File: config.mk
export PLATFORM = sky130hd
export DESIGN_NAME = reg_bank_wr16
export DESIGN_NICKNAME = d
export VERILOG_FILES = /design/src/rtl/reg_bank_wr16.sv
export SDC_FILE = /design/constraint.sdc
export NUM_CORES = 1
export LEC_CHECK = 0
export CAP_MARGIN = 10
export CORE_AREA = 2 2 247 249
export CTS_BUF_LIST = sky130_fd_sc_hd__clkbuf_4
export DETAILED_ROUTE_END_ITERATION = 7
export DIE_AREA = 0 0 249 251
export PLACE_DENSITY = 0.65
export RECOVER_POWER = 100
export REMOVE_ABC_BUFFERS = 1
export SLEW_MARGIN = 20
export SYNTH_ARGS = -nofsm -noshare
export SYNTH_HDL_FRONTEND = slang
export SYNTH_SLANG_ARGS = --single-unit
File: constraint.sdc
create_clock -name clk -period 4.5 [get_ports clk]
set_input_delay 0.9 -clock clk [delete_from_list [all_inputs] [get_ports clk]]
set_output_delay 0.9 -clock clk [all_outputs]
set_load 0.05 [all_outputs]
File: src/rtl/reg_bank_wr16.sv
// reg_bank_wr16: write side of the 16 x W ARM register bank with PC fetch port and written-since-reset tracking
// Define REG_BANK_LINK_EN to add the BL link port (lr_wr_en/lr_data) writing R14.
module reg_bank_wr16 #(
  parameter int W = 32
) (
  input  logic            clk,
  input  logic            rst_n,
  input  logic            wr_en,
  input  logic [3:0]      wr_addr,
  input  logic [W-1:0]    wr_data,
  input  logic            pc_wr_en,
  input  logic [W-1:0]    pc_in,
`ifdef REG_BANK_LINK_EN
  input  logic            lr_wr_en,
  input  logic [W-1:0]    lr_data,
`endif
  output logic [16*W-1:0] regs_flat,
  output logic [W-1:0]    pc,
  output logic [15:0]     reg_valid,
  output logic            wr_done,
  output logic [3:0]      wr_addr_q
);
  logic [W-1:0] regs [16];
  logic [W-1:0] wdat [16];
  logic [15:0]  gen_sel, wr_sel;
  logic         lr_req;
  logic [W-1:0] lr_val;
`ifdef REG_BANK_LINK_EN
  assign lr_req = lr_wr_en;
  assign lr_val = lr_data;
`else
  assign lr_req = 1'b0;
  assign lr_val = '0;
`endif
  // general port wins any collision on R14/R15
  always_comb begin
    gen_sel = wr_en ? (16'd1 << wr_addr) : 16'd0;
    wr_sel  = gen_sel | {pc_wr_en, lr_req, 14'd0};
    for (int i = 0; i < 16; i++) wdat[i] = wr_data;
    wdat[14] = gen_sel[14] ? wr_data : lr_val;
    wdat[15] = gen_sel[15] ? wr_data : pc_in;
  end
  always_ff @(posedge clk) begin
    if (!rst_n) begin
      regs      <= '{default: '0};
      reg_valid <= '0;
      wr_done   <= 1'b0;
      wr_addr_q <= '0;
    end else begin
      for (int i = 0; i < 16; i++) if (wr_sel[i]) regs[i] <= wdat[i];
      reg_valid <= reg_valid | wr_sel;
      wr_done   <= wr_en;
      if (wr_en) wr_addr_q <= wr_addr;
    end
  end
  for (genvar n = 0; n < 16; n++) begin : g_flat
    assign regs_flat[n*W +: W] = regs[n];
  end
  assign pc = regs[15];
endmodule

* After elaboration in Yosys (flattened, before gate mapping)
Index checks and enable logic that the tools add are counted.
** Word-level totals
- Output and inout port bits :: 565
- Word-level logic and storage cells :: 25
- Flip-flop bits (word level) :: 533
** Operators by class
- Bitwise operators :: 2
- Muxes and demuxes :: 3
- Shifts and indexed selects :: 1
** Operators by type and width (count)
- $mux W32 :: 2
- $or A16 B16 Y16 :: 2
- $mux W16 :: 1
- $shl A1 B4 Y16 const A :: 1

* Depth between registers and ports, before layout
Gate-level depths: netlist (run 1).
- Depth in word-level cells :: 4
- Mapped depth :: 6
- Mapped depth without buffers :: 3

* Worst setup path after synthesis (run 1)
OpenSTA, ideal clock, no wires.
- Kind :: input port to flip-flop
- Start point :: input wr_addr[2]
- End point :: register regs (netlist bit regs_flat[34])
- Setup slack :: 2.384 ns
- Stages :: 6
- Arrival :: 1.983 ns
- Path buffers :: 3
- Library setup time :: 0.132 ns
- Path through :: buf_4 nand2b_1 or3_1 buf_2 buf_6 mux2i_1
** On the way
- Cells in the longest elaborated chain, start to end :: 3
** RTL lines
- from (decl) :: line 9 : input logic [3:0] wr_addr,
- $shl A1 B4 Y16 :: line 37 : gen_sel = wr_en ? (16'd1 << wr_addr) : 16'd0;
- $mux W16 :: line 37
- $or A16 B16 Y16 :: line 38 : wr_sel = gen_sel | {pc_wr_en, lr_req, 14'd0};
- to (signal assigned) :: line 45 : regs <= '{default: '0};
- to (decl) :: line 23 : logic [W-1:0] regs [16];
No other way between the ends.
A chain may end at the register's enable or synchronous reset.

* Final worst setup path (run 1)
- Start point :: input wr_addr[1]
- End point :: register regs (netlist bit regs_flat[470])
** On the way
- Cells in the longest elaborated chain, start to end :: 3
- Elaborated cells on any way between the ends :: 4
- Classes of those cells :: shift (1); mux (2); bitwise (1)
** RTL lines (line)
- $shl A1 B4 Y16 (*) :: 37
- $mux W16 (*) :: 37
- $mux W32 / $or A16 B16 Y16 (equally long branches) :: 40, 38
Mark *: on every way between the ends. The rest lies on a longest branch, timed or not.

==> results of run 1 <==
[metal layers]
metal | global-route usage | vias to the layer above | share of wire
li1 | - | 7453 | -
met1 | 0.2411 | 7616 | 0.40
met2 | 0.3705 | 549 | 0.50
met3 | 0.07455 | 120 | 0.070
met4 | 0.08866 | 0 | 0.030
met5 | 0 | - | 0
[cells by family after synthesis]
| kind of cell | after synthesis | share of synthesized area |
|---|---|---|
| AO/OA/AOI/OAI | 17 | 0.006570 |
| flip-flops | 533 | 0.5440 |
| multiplexers | 547 | 0.2812 |
| buffers and inverters | 196 | 0.05339 |
| AND/OR/NAND/NOR | 574 | 0.1149 |
[worst min-delay path: stages, from the launching register on]
cell and delay, ns:
dfxtp_1 0.31, inv_1 0.04, a21boi_1 0.05
[flip-flops by register name, indices dropped and copies added (netlist names)]
name	flops
wr_addr_q	4
reg_valid	16
pc	32
regs_flat	480
wr_done	1
[cell type report]
type | instances | area [um2]
clock inverter | 26 | 173.9
inverter | 7 | 26.28
sequential | 533 | 10670
clock buffer | 214 | 1607
multi-input combinational | 1138 | 7906
timing repair buffer | 667 | 6609
fill | 5513 | 31820
tap | 782 | 978.4
antenna | 1 | 2.502
[power breakdown]
group,switching [mW],internal [mW],total (mW)
combinational,0.686,0.290,0.976
sequential,0.0460,4.80,4.84
clock,2.00,2.27,4.28
[cell usage in the layout, fill, tap and decap left out, types with 4 or more instances in the layout]
cell / instances
clkbuf_2: 7
clkbuf_4: 214
clkinv_2: 4
mux2i_1: 515
nand2b_1: 4
nand2_1: 546
mux2_2: 32
dlygate4sd3_1: 567
or3_2: 5
clkbuf_1: 4
clkinv_1: 13
clkinvlp_4: 5
clkdlybuf4s50_1: 67
buf_4: 17
o21a_1: 8
inv_1: 7
a21boi_0: 5
buf_12: 4
dfxtp_1: 533
[worst paths after layout]
path	startpoint	to	slack, ns
max reg2reg	pc[22]	pc[22]	3.51
min	reg_valid[8]	reg_valid[8]	0.44
max	wr_addr[1]	regs_flat[470]	0.78
min reg2reg	reg_valid[8]	reg_valid[8]	0.44
==> results.md, run 1 <==
- WP data arrival: between 4 and 5 ns
- CP Class: primary input to flop
- Setup ws final: about 0.78 ns
- Leak pwr: 13.18 nW
- Vias in the first global route: approximately 16,000
- Post-layout total power: roughly 10 mW
- WP buf/inv: 2
- Max incr delay on CP: ~1.3 ns
- Worst-Margin Slew: approximately 2.4 ns
- Fmax: roughly 270 MHz
- RSZ-0062 raised after global routing: false
- Routed WL: a little under 70,000 um
- Routed Antenna Nets: 0
- Hold_ws: 0.4420 ns
- Htree depth: 4
- Number of synthesized flops with an enable pin: 0
- Clock latency on the worst-skew pair: between 0.9 and 1 ns
- Synth area leader: dfxtp_1
- Critical Path End Type: flop
- Area Growth Syn to Fin: 42.61%
- Post-Syn Instances: 1,867
- First-pass GRT wire length: a little over 100,000 um
- Slowest cell on crit path: nor2_1
- Nets: 2,564
- Clk root buf: clkbuf_4
- WP depth: 5
- Startpoint types: primary input
- Post-CTS sizing: 0
- Clk slew on worst S/H paths: ~0.06 ns
- Max VDD drop: 0.2317 mV
- Final Cycle Share: 0.8266
- Max cap viols: 11
- Post-DP Area: about 26,000 um2
- DP Worst Slack: between 1 and 1.5 ns
- Final hold vios: 0
- Final cell count without fillers: about 3,400
- Core Region: about 60,000 um2
- Top-count cell post-synth: nand2_1
- Avg Cell Area, Syn: approximately 11 um2
- Post-synth top area share: 0.5440
- Row count: 90
- Cell family with most CP delay: buffers and inverters
- Post-CTS setup buffers: 0
- Cts hold-fix bufs: 0
- Part of the Yosys area used for sequential elements: 0.5440
- Maximum buffer depth of the clock tree: 3
- Asr flop ratio synth: 0
- Chip height: around 250 um
- Initial core utilization: 0.3280
- Final min period: approximately 3.7 ns
- Cell Pwr Density: about 360 nW/um2
- DR pass1 iterations: 5
- Initial antenna violation count: 2
- Die Area: about 62,000 um2
- CTS tree: yes
- Main synth FF type: dfxtp_1
- Req. time, crit path: 5.31 ns
- CTS sink count: 533
- Drt drc: 0
- Top post-synthesis cells by count: 545 x nand2_1, 533 x dfxtp_1, 515 x mux2i_1
- Design area: roughly 28,000 um2
- Post-placement cell count: roughly 3,100
- I/O Buffers: 636
- End-of-flow core utilization: 0.4678
- GPL Wtd Cong: 0.7808
- Worst rel slew slack: -0.6212
- Hold path depth: 2
- Reg2reg path depth: 3
- Largest net degree at the start of global routing: 88
- Setup TNS: 0 ns
- Critical path, cell by cell: dlygate4sd3_1 -> nand2b_1 -> nor2_1 -> clkbuf_1 -> mux2i_1
- Mapped cell area: between 15,000 and 20,000 um2
- Synth unique cells: 26
- Wire per inst: about 20 um
- Share of cells above drive strength 1: 0.1161
- DIE WIDTH: 249 um
- # IOs: 637
- Total number of vias: 15,740
- Worst Hold Class: flop to flop
- Status: finished, violations left
- Yosys reg bits: 533
- Ranking of synthesized cells by area: dfxtp_1 54%, mux2i_1 26%, nand2_1 10%
- Worst-path maximum fanout: 13
- Gr ovfl total: 0
- Failing checks: max-capacitance violations, max-slew violations
- Clock skew: 0 ns
- Yosys Warn Count: 0
- Max-slew violation count: between 400 and 500
- Setup Viol. Count Final: 0
- Clock buffer count from CTS: roughly 150
- Tot GR Track Use: 0.2146
- Post-DP HPWL: ~45,000 um
- Detailed router's first-iteration violation count: 694
- Vias per Instance: ~4.7
Note: power is estimated with default switching activity, not from simulation.
==> run 2, diff against run 1 <==
--- a/config.mk
+++ b/config.mk
@@ -6,11 +6,11 @@
 export NUM_CORES = 1
 export LEC_CHECK = 0
 export CAP_MARGIN = 10
-export CORE_AREA = 2 2 247 249
+export CORE_AREA = 2 2 245 247
 export CTS_BUF_LIST = sky130_fd_sc_hd__clkbuf_4
 export DETAILED_ROUTE_END_ITERATION = 7
-export DIE_AREA = 0 0 249 251
-export PLACE_DENSITY = 0.65
+export DIE_AREA = 0 0 247 249
+export PLACE_DENSITY = 0.66
 export RECOVER_POWER = 100
 export REMOVE_ABC_BUFFERS = 1
 export SLEW_MARGIN = 20
==> constraint.sdc (replaced) <==
create_clock -name clk -period 3.6 [get_ports clk]
set_input_delay 0.72 -clock clk [delete_from_list [all_inputs] [get_ports clk]]
set_output_delay 0.72 -clock clk [all_outputs]
set_load 0.05 [all_outputs]
==> run 2 against run 1 <==
- the run still ends with max-capacitance violations, max-slew violations left
- non-clock buffer count grew 6
- register-to-register slack lost 0.84 ns
- highest routed layer unchanged
- final area grew 0.64%
- critical path type unchanged
==> results.md, run 2 (same netlist as run 1, synthesis figures left out) <==
- Status: finished, violations left
- Failing checks: max-capacitance violations, max-slew violations
- Clock latency on the worst-skew pair: just over 0.9 ns
- Wire per inst: 19.98 um
- Routed WL: slightly below 70,000 um
- Drt drc: 0
- Nets: 2,569
- Int Pwr: ~9.4 mW
- Worst-Margin Slew: 2.242 ns
- DR pass1 iterations: 5
- Die Area: 61,500 um2
- Sw Pwr: around 3.4 mW
- Max cap viols: 7
- Most common cell after layout, fill and taps aside: dlygate4sd3_1
- Routed Antenna Nets: 0
- Cell Pwr Density: 453.5 nW/um2
- DRT met1 WL: about 27,000 um
- Row count: 89
- Post-CTS sizing: 0
- Logic gate share of total power: 0.097
- Uppermost layer routed: met4
- Clock skew: 0 ns
- Gr ovfl total: 0
- Final Cycle Share: 0.8686
- # IOs: about 640
- Worst Hold Class: primary input to flop
- Leak pwr: between 10 and 15 nW
- Wire length on met2: between 30,000 and 40,000 um
- Share of cells above drive strength 1: 0.1198
- CTS tree: yes
- Clk root buf: clkbuf_4
- Max-slew violation count: between 200 and 300
- Detailed router's first-iteration violation count: around 660
- I/O Buffers: roughly 640
- Final min period: about 3.1 ns
- Initial antenna violation count: 2
- Sw Share: 0.2660
- Final cell count without fillers: about 3,400
- Clk slew on worst S/H paths: about 0.06 ns
- Cts hold-fix bufs: 0
- Clock buffer count from CTS: 144
- Max VDD drop: between 0.2 and 0.3 mV
- Sequential share of power: 0.474
- End-of-flow core utilization: 0.4797
- GPL Wtd Cong: roughly 0.76
- Tot GR Track Use: 0.2134
- Post-DP HPWL: about 44,000 um
- Startpoint types: primary input
- CTS sink count: about 530
- CP Class: primary input to flop
- Maximum buffer depth of the clock tree: 3
- Setup Viol. Count Final: 0
- Final hold vios: 0
- Clock Power Share: 0.429
- DIE WIDTH: 247 um
- Total number of vias: around 16,000
- Worst rel slew slack: -0.4948
- Initial core utilization: 0.3342
- Routed wl met3: about 4500 um
- Vias per Instance: between 4 and 5
- Req. time, crit path: 4.30 ns
- RSZ-0062 raised after global routing: false
- Fmax: around 320 MHz
- Critical Path End Type: flop
- Setup TNS: 0 ns
- WP data arrival: between 3 and 4 ns
- First-pass GRT wire length: ~99,000 um
- Post-CTS setup buffers: 0
- Chip height: approximately 250 um
- Post-layout total power: around 13 mW
- Largest net degree at the start of global routing: between 70 and 80
- Area Growth Syn to Fin: 43.53%
- Max FFs per register: 480
- R2R setup slack: about 2.7 ns
- Most frequent cells in the layout: 566 x dlygate4sd3_1, 546 x nand2_1, 533 x dfxtp_1, 515 x mux2i_1, 222 x clkbuf_4
- Worst-path maximum fanout: 33
- Core Region: 58,690 um2
- Post-placement cell count: between 3,000 and 4,000
- Vias in the first global route: between 15,000 and 20,000
- Htree depth: 4
run 2: power by group through the flow:
stage,combinational (mW),clock (mW),sequential (mW)
floorplan,0.261,0,6.61
global placement,1.27,0,6.18
detailed placement,1.28,0,6.19
CTS,1.29,5.66,6.06
global route,1.29,5.97,6.06
finish,1.23,5.48,6.05
run 2: worst max-delay path, cell delays in order:
cell,delay [ns]
dlygate4sd3_1,0.82
nand2_1,0.27
nor3_1,0.28
clkbuf_2,1.46
mux2i_1,0.24
run 2: per-stage QoR:
| stage | hold WS, ns | cell area (um2) | setup WS (ns) |
|---|---|---|---|
| after global routing | 0.2478 | 28150 | 0.3963 |
| after CTS | 0.1719 | 28290 | 0.5665 |
| final | 0.2857 | 28150 | 0.4731 |
| after floorplan | 0.6622 | 18590 | 0.3050 |
| after detailed placement | 0.4370 | 26440 | 0.5131 |
| after global placement | 0.4332 | 26440 | 0.6240 |
run 2: layout make-up:
type	instances	area (um2)
antenna	2	5.005
multi-input combinational	1138	7918
sequential	533	10670
clock inverter	22	178.9
timing repair buffer	673	6721
inverter	7	26.28
tap	773	967.2
fill	5426	30530
clock buffer	222	1667
run 2: worst paths after layout:
path / cells past startpoint / end / start
setup reg to reg: 3 / pc[31] / pc[31]
hold / removal: 4 / pc[12] / pc_wr_en
hold reg to reg: 2 / reg_valid[1] / reg_valid[1]
setup / recovery: 5 / regs_flat[298] / wr_en
run 2: routing by layer:
metal	global-route usage	vias to the layer above
met2	0.3664	517
met5	0	-
li1	-	7465
met4	0.09105	0
met1	0.2416	7617
met3	0.06820	109
